$ cat src/rtl/control_principal_pkg.sv
// Shared constants for the control_principal front end: default synchronizer
// depth and bit positions of the four increment/decrement requests.
package control_principal_pkg;

   localparam int SYNC_STAGES_DEF = 2;

   localparam int NUM_REQ = 4;
   localparam int AUMF    = 0;
   localparam int BAJAF   = 1;
   localparam int AUMC    = 2;
   localparam int BAJAC   = 3;

endpackage

$ cat src/rtl/control_principal_sync_edge.sv
// Synchronizer chain for one asynchronous input, with an optional
// previous-value flop that turns the synchronized level into a rise flag.
module sync_edge
   import control_principal_pkg::*;
#(
   parameter int STAGES   = SYNC_STAGES_DEF,
   parameter bit USE_PREV = 1'b1
) (
   input  logic clk,
   input  logic rst_n,
   input  logic din,
   output logic level,
   output logic rise
);

   logic [STAGES-1:0] chain;

   always_ff @(posedge clk) begin
      if (!rst_n) begin
         chain <= '0;
      end else begin
         chain <= {chain[STAGES-2:0], din};
      end
   end

   assign level = chain[STAGES-1];

   // Level-only inputs skip the history flop entirely.
   generate
      if (USE_PREV) begin : g_prev
         logic prev;

         always_ff @(posedge clk) begin
            if (!rst_n) begin
               prev <= 1'b0;
            end else begin
               prev <= level;
            end
         end

         assign rise = level & ~prev;
      end else begin : g_no_prev
         assign rise = 1'b0;
      end
   endgenerate

endmodule

$ cat src/rtl/control_principal.sv
// Conditions the user buttons/switches for the PWM core: synchronizes them,
// turns requests into gated one-cycle pulses and forwards mode/reset levels.
module control_principal
   import control_principal_pkg::*;
#(
   parameter int SYNC_STAGES = SYNC_STAGES_DEF
) (
   input  logic clk,
   input  logic rst_n,
   input  logic aumf_i,
   input  logic bajaf_i,
   input  logic aumC_i,
   input  logic bajaC_i,
   input  logic MODO_i,
   input  logic MRst_i,
   input  logic MEn,
   output logic aumf_o,
   output logic bajaf_o,
   output logic aumC_o,
   output logic bajaC_o,
   output logic MODO_o,
   output logic MRst_o
);

   logic [NUM_REQ-1:0] req_in;
   logic [NUM_REQ-1:0] req_s;
   logic [NUM_REQ-1:0] req_rise;
   logic [NUM_REQ-1:0] req_opp;
   logic [NUM_REQ-1:0] req_pulse;
   logic [NUM_REQ-1:0] pulse_q;
   logic               modo_s;
   logic               mrst_s;
   logic               men_s;
   logic [2:0]         unused_rise;
   logic               modo_q;
   logic               mrst_q;

   assign req_in[AUMF]  = aumf_i;
   assign req_in[BAJAF] = bajaf_i;
   assign req_in[AUMC]  = aumC_i;
   assign req_in[BAJAC] = bajaC_i;

   generate
      for (genvar i = 0; i < NUM_REQ; i++) begin : g_req
         sync_edge #(
            .STAGES   (SYNC_STAGES),
            .USE_PREV (1'b1)
         ) u_sync (
            .clk   (clk),
            .rst_n (rst_n),
            .din   (req_in[i]),
            .level (req_s[i]),
            .rise  (req_rise[i])
         );
      end
   endgenerate

   sync_edge #(.STAGES(SYNC_STAGES), .USE_PREV(1'b0)) u_sync_modo (
      .clk   (clk),
      .rst_n (rst_n),
      .din   (MODO_i),
      .level (modo_s),
      .rise  (unused_rise[0])
   );

   sync_edge #(.STAGES(SYNC_STAGES), .USE_PREV(1'b0)) u_sync_mrst (
      .clk   (clk),
      .rst_n (rst_n),
      .din   (MRst_i),
      .level (mrst_s),
      .rise  (unused_rise[1])
   );

   // The enable goes through the same depth so gating lines up with the data.
   sync_edge #(.STAGES(SYNC_STAGES), .USE_PREV(1'b0)) u_sync_men (
      .clk   (clk),
      .rst_n (rst_n),
      .din   (MEn),
      .level (men_s),
      .rise  (unused_rise[2])
   );

   // Each request is vetoed by its opposite partner being held at the same time.
   assign req_opp[AUMF]  = req_s[BAJAF];
   assign req_opp[BAJAF] = req_s[AUMF];
   assign req_opp[AUMC]  = req_s[BAJAC];
   assign req_opp[BAJAC] = req_s[AUMC];

   assign req_pulse = req_rise & {NUM_REQ{men_s}} & ~req_opp;

   always_ff @(posedge clk) begin
      if (!rst_n) begin
         pulse_q <= '0;
         modo_q  <= 1'b0;
         mrst_q  <= 1'b0;
      end else begin
         pulse_q <= req_pulse;
         if (men_s) begin
            modo_q <= modo_s;
         end
         mrst_q  <= mrst_s & men_s;
      end
   end

   assign aumf_o  = pulse_q[AUMF];
   assign bajaf_o = pulse_q[BAJAF];
   assign aumC_o  = pulse_q[AUMC];
   assign bajaC_o = pulse_q[BAJAC];
   assign MODO_o  = modo_q;
   assign MRst_o  = mrst_q;

endmodule

$ cat config.mk
export PLATFORM = sky130hd
export DESIGN_NAME = control_principal
export DESIGN_NICKNAME = d
export VERILOG_FILES = /design/src/rtl/control_principal_pkg.sv /design/src/rtl/control_principal_sync_edge.sv /design/src/rtl/control_principal.sv
export SDC_FILE = /design/constraint.sdc
export NUM_CORES = 1
export LEC_CHECK = 0
export CAP_MARGIN = 20
export CORE_AREA = 10 10 51 53
export CTS_CLUSTER_DIAMETER = 80
export DETAILED_ROUTE_END_ITERATION = 8
export DIE_AREA = 0 0 61 63
export PLACE_DENSITY = 0.68
export REMOVE_ABC_BUFFERS = 1
export SETUP_SLACK_MARGIN = 0.3
export SLEW_MARGIN = 20
export SYNTH_ARGS = -nofsm -noshare
export SYNTH_HDL_FRONTEND = slang
export SYNTH_SLANG_ARGS = --single-unit
$ cat constraint.sdc
create_clock -name clk -period 1.2 [get_ports clk]
set_input_delay 0.18 -clock clk [delete_from_list [all_inputs] [get_ports clk]]
set_output_delay 0.18 -clock clk [all_outputs]
set_load 0.1 [all_outputs]
==> impl_results.md <==
* DR WL/cell at between 10 and 15 um
* Count leader, synth: dfxtp_1
* Vias per cell at 4.59
* Clock group share of total power at 0.306
* Startpoint Class: flop
* EDFF count, synth at 0
* Slowest stage cell, crit path: dfxtp_2
* DR vias at 399
* Max VDD drop at 0.00103 V
* Final nets at 80
* # H-tree levels at 1
* Pre-antenna DRT Iters at 3
* Total CTS buffers at 3
* Detail Route Antenna Nets at 0
* Avg Cell Area, Syn at 13.3 sq um
* Worst Path Required at 1.02 ns
* Die Ht at 63 um
* Postcts setup bufs at 0
* Register share of total power at 0.638
* Worst slew pin tran at roughly 0.20 ns
* Critical Path Sink Type: output port
* Hold Path Origin: g_req[3].u_sync.g_prev.prev
* Worst r2r src: u_sync_men.chain[1]
* Fin. Hold Viols at 0
* Port Buffers at 14
* Reg area at 488 sq um
* Fmax at 973 MHz
* P_leak at between 0.3 and 0.4 nW
* Gate power share at 0.057
* Setup CP Type: reg -> out
* Post-Syn Area at 692 sq um
* Share of the synthesized area in the top cell type at 0.694
* Ys flop type: dfxtp_1
* Multi-input logic area at 201 sq um
* Hold endpoint: pulse_q[3]
* Hold crit path type: reg -> reg
* Pwr Density at 1360 mW/mm^2
* Clock skew at 0.00462 ns
* Initial Utilization at 0.419
* RSZ-0062 raised after global routing: true
* # Max-Cap Violations at 0
* Hold WS at 0.404 ns
* Synth top cells by count: dfxtp_1 (24), and2_1 (18), nor4b_2 (4)
* Register bit total from synthesis at 24
* Critical path's top delay family: flip-flops
* Critical path buffers and inverters at 1
* Fin. max-slew vios at 0
* Core area at between 0.0015 and 0.002 sq mm
* Clock slew seen by the registers of the worst setup and hold paths at 0.12 ns
* Total power at 1.31 mW
* Pint at ~1.1 mW
* Max-Slew Margin vs Limit at 0.869
* Clock sinks at 24
* Root Driver: clkbuf_4
* Sequential cell area fraction in the yosys report at 0.694
* Post-Syn Instances at between 50 and 60
* Placed cell area at 918 sq um
* Drc violations at 0
* Reg2reg setup slack at 0.36 ns
* Yosys top cell by area: dfxtp_1
* Synth cell types at 8
* Layout area overhead at 39.1%
* Die area at 0.00384 sq mm
* Filler cells at 139
* Number of global-route vias before repair at 427
* Sw frac at 0.193
* # setup viols final at 0
* Worst-Skew Late Latency at ~0.3 ns
* Post_cts resized at 6
* Max clock buf depth at 2
* Fraction of registers with async set/reset at 0
* GR Overflow Total at 0
* Chip Width at 61 um
* First-pass GRT wire length at 1.84 mm
* Number of core rows at 15
* Hold-fix buffers, CTS at 0
* CP arrival at 0.85 ns
* DR iter-0 viols at 4
* Post-route cell area at 962 sq um
* Final min period at 1.03 ns
* Antenna violations before repair at 0
* Sw power at roughly 0.25 mW
* Top cells by area, synth: dfxtp_1 (69%), and2_1 (16%), nor4b_2 (8.7%)
* Reg2reg end: pulse_q[3]
* Crit Path Max Fanout at 2
* CTS tree: built
* Largest net degree at the start of global routing at 14
* Hold Path Stages at 1
* Total GRT Usage at 0.0628
* Gpl congestion at roughly 0.69
* Routed Wire Length at 973 um
* Status: completed
* Total inserted antenna cells at 0
* Slowest stage delay, CP at 0.37 ns
* Layout cells sized above 1 at 0.329
* Cell Chain, Critical Path: buf_12
* IO Count at 15
* Tcrit/Tclk final at 0.856
* Worst Reg-to-Reg Cells at 2
* Synth warnings at 0
cells by family (layout without fill, tap and decap cells):
logic type / Yosys count / count (layout) / share of synthesized area
and+or+nand+nor: 25 / 25 / 0.277
DFF: 24 / 24 / 0.694
buffers and inverters: 2 / 20 / 0.0145
muxes: 1 / 1 / 0.0145
flip-flops by register name (all words and copies together), names as in the netlist:
signal and cells:
MRst_o 1, MODO_o 1, u_sync_mrst.chain 2, g_req.u_sync.g_prev.prev 4, g_req.u_sync.chain 8, u_sync_men.chain 2
u_sync_modo.chain 2, pulse_q 4
cells in the final DEF (no fill, tap or decap), drive strengths merged:
cell / netlist / routed
dfxtp: 24 / 24
and2: 18 / 18
clkdlybuf4s50: 0 / 8
buf: 2 / 8
nor4b: 4 / 4
clkbuf: 0 / 4
nand2: 1 / 1
mux2i: 1 / 1
nor2b: 1 / 1
and3: 1 / 1
power groups by stage:
stage / registers, mW / clock network (mW) / logic (mW)
2_1_floorplan: 0.859 / 0 / 0.0211
3_3_place_gp: 0.852 / 0 / 0.0735
3_5_place_dp: 0.853 / 0 / 0.0753
4_1_cts: 0.835 / 0.422 / 0.0757
5_1_grt: 0.838 / 0.455 / 0.0824
6_report: 0.834 / 0.400 / 0.0740
layout make-up:
cell class	instances	area share
flip-flops and latches	24	0.507
well taps	17	0.0221
clock buffers	4	0.0377
repair buffers	16	0.224
multi-input cells	26	0.209
layer usage:
layer	wire, um	share of wire	up-vias	GRT usage
li1	-	-	202	-
met1	379	0.39	185	0.0638
met2	471	0.48	12	0.0906
met3	122	0.13	0	0.0467
met4	0	0	0	0.0330
met5	0	0	-	0
stage by stage:
step	setup TNS (ns)	setup slack, ns	cells	util
after floorplan	-0.0607	-0.0607	50	-
after global placement	0	0.0967	83	0.556
after detailed placement	0	0.0407	83	0.556
after CTS	0	0.156	87	0.583
after global routing	0	0.126	87	0.583
final	0	0.172	87	0.583
worst max-delay path by stage:
stage / to / startpoint / slack [ns] / cells after the start
6_report: MODO_o / MODO_o / 0.17 / 1
5_1_grt: MODO_o / MODO_o / 0.13 / 1
4_1_cts: MODO_o / MODO_o / 0.16 / 1
3_5_place_dp: pulse_q[3] / rst_n / 0.04 / 3
3_3_place_gp: pulse_q[0] / rst_n / 0.1 / 3
2_1_floorplan: MODO_o / MODO_o / -0.06 / 2
Note: power is estimated with default switching activity, not from simulation.
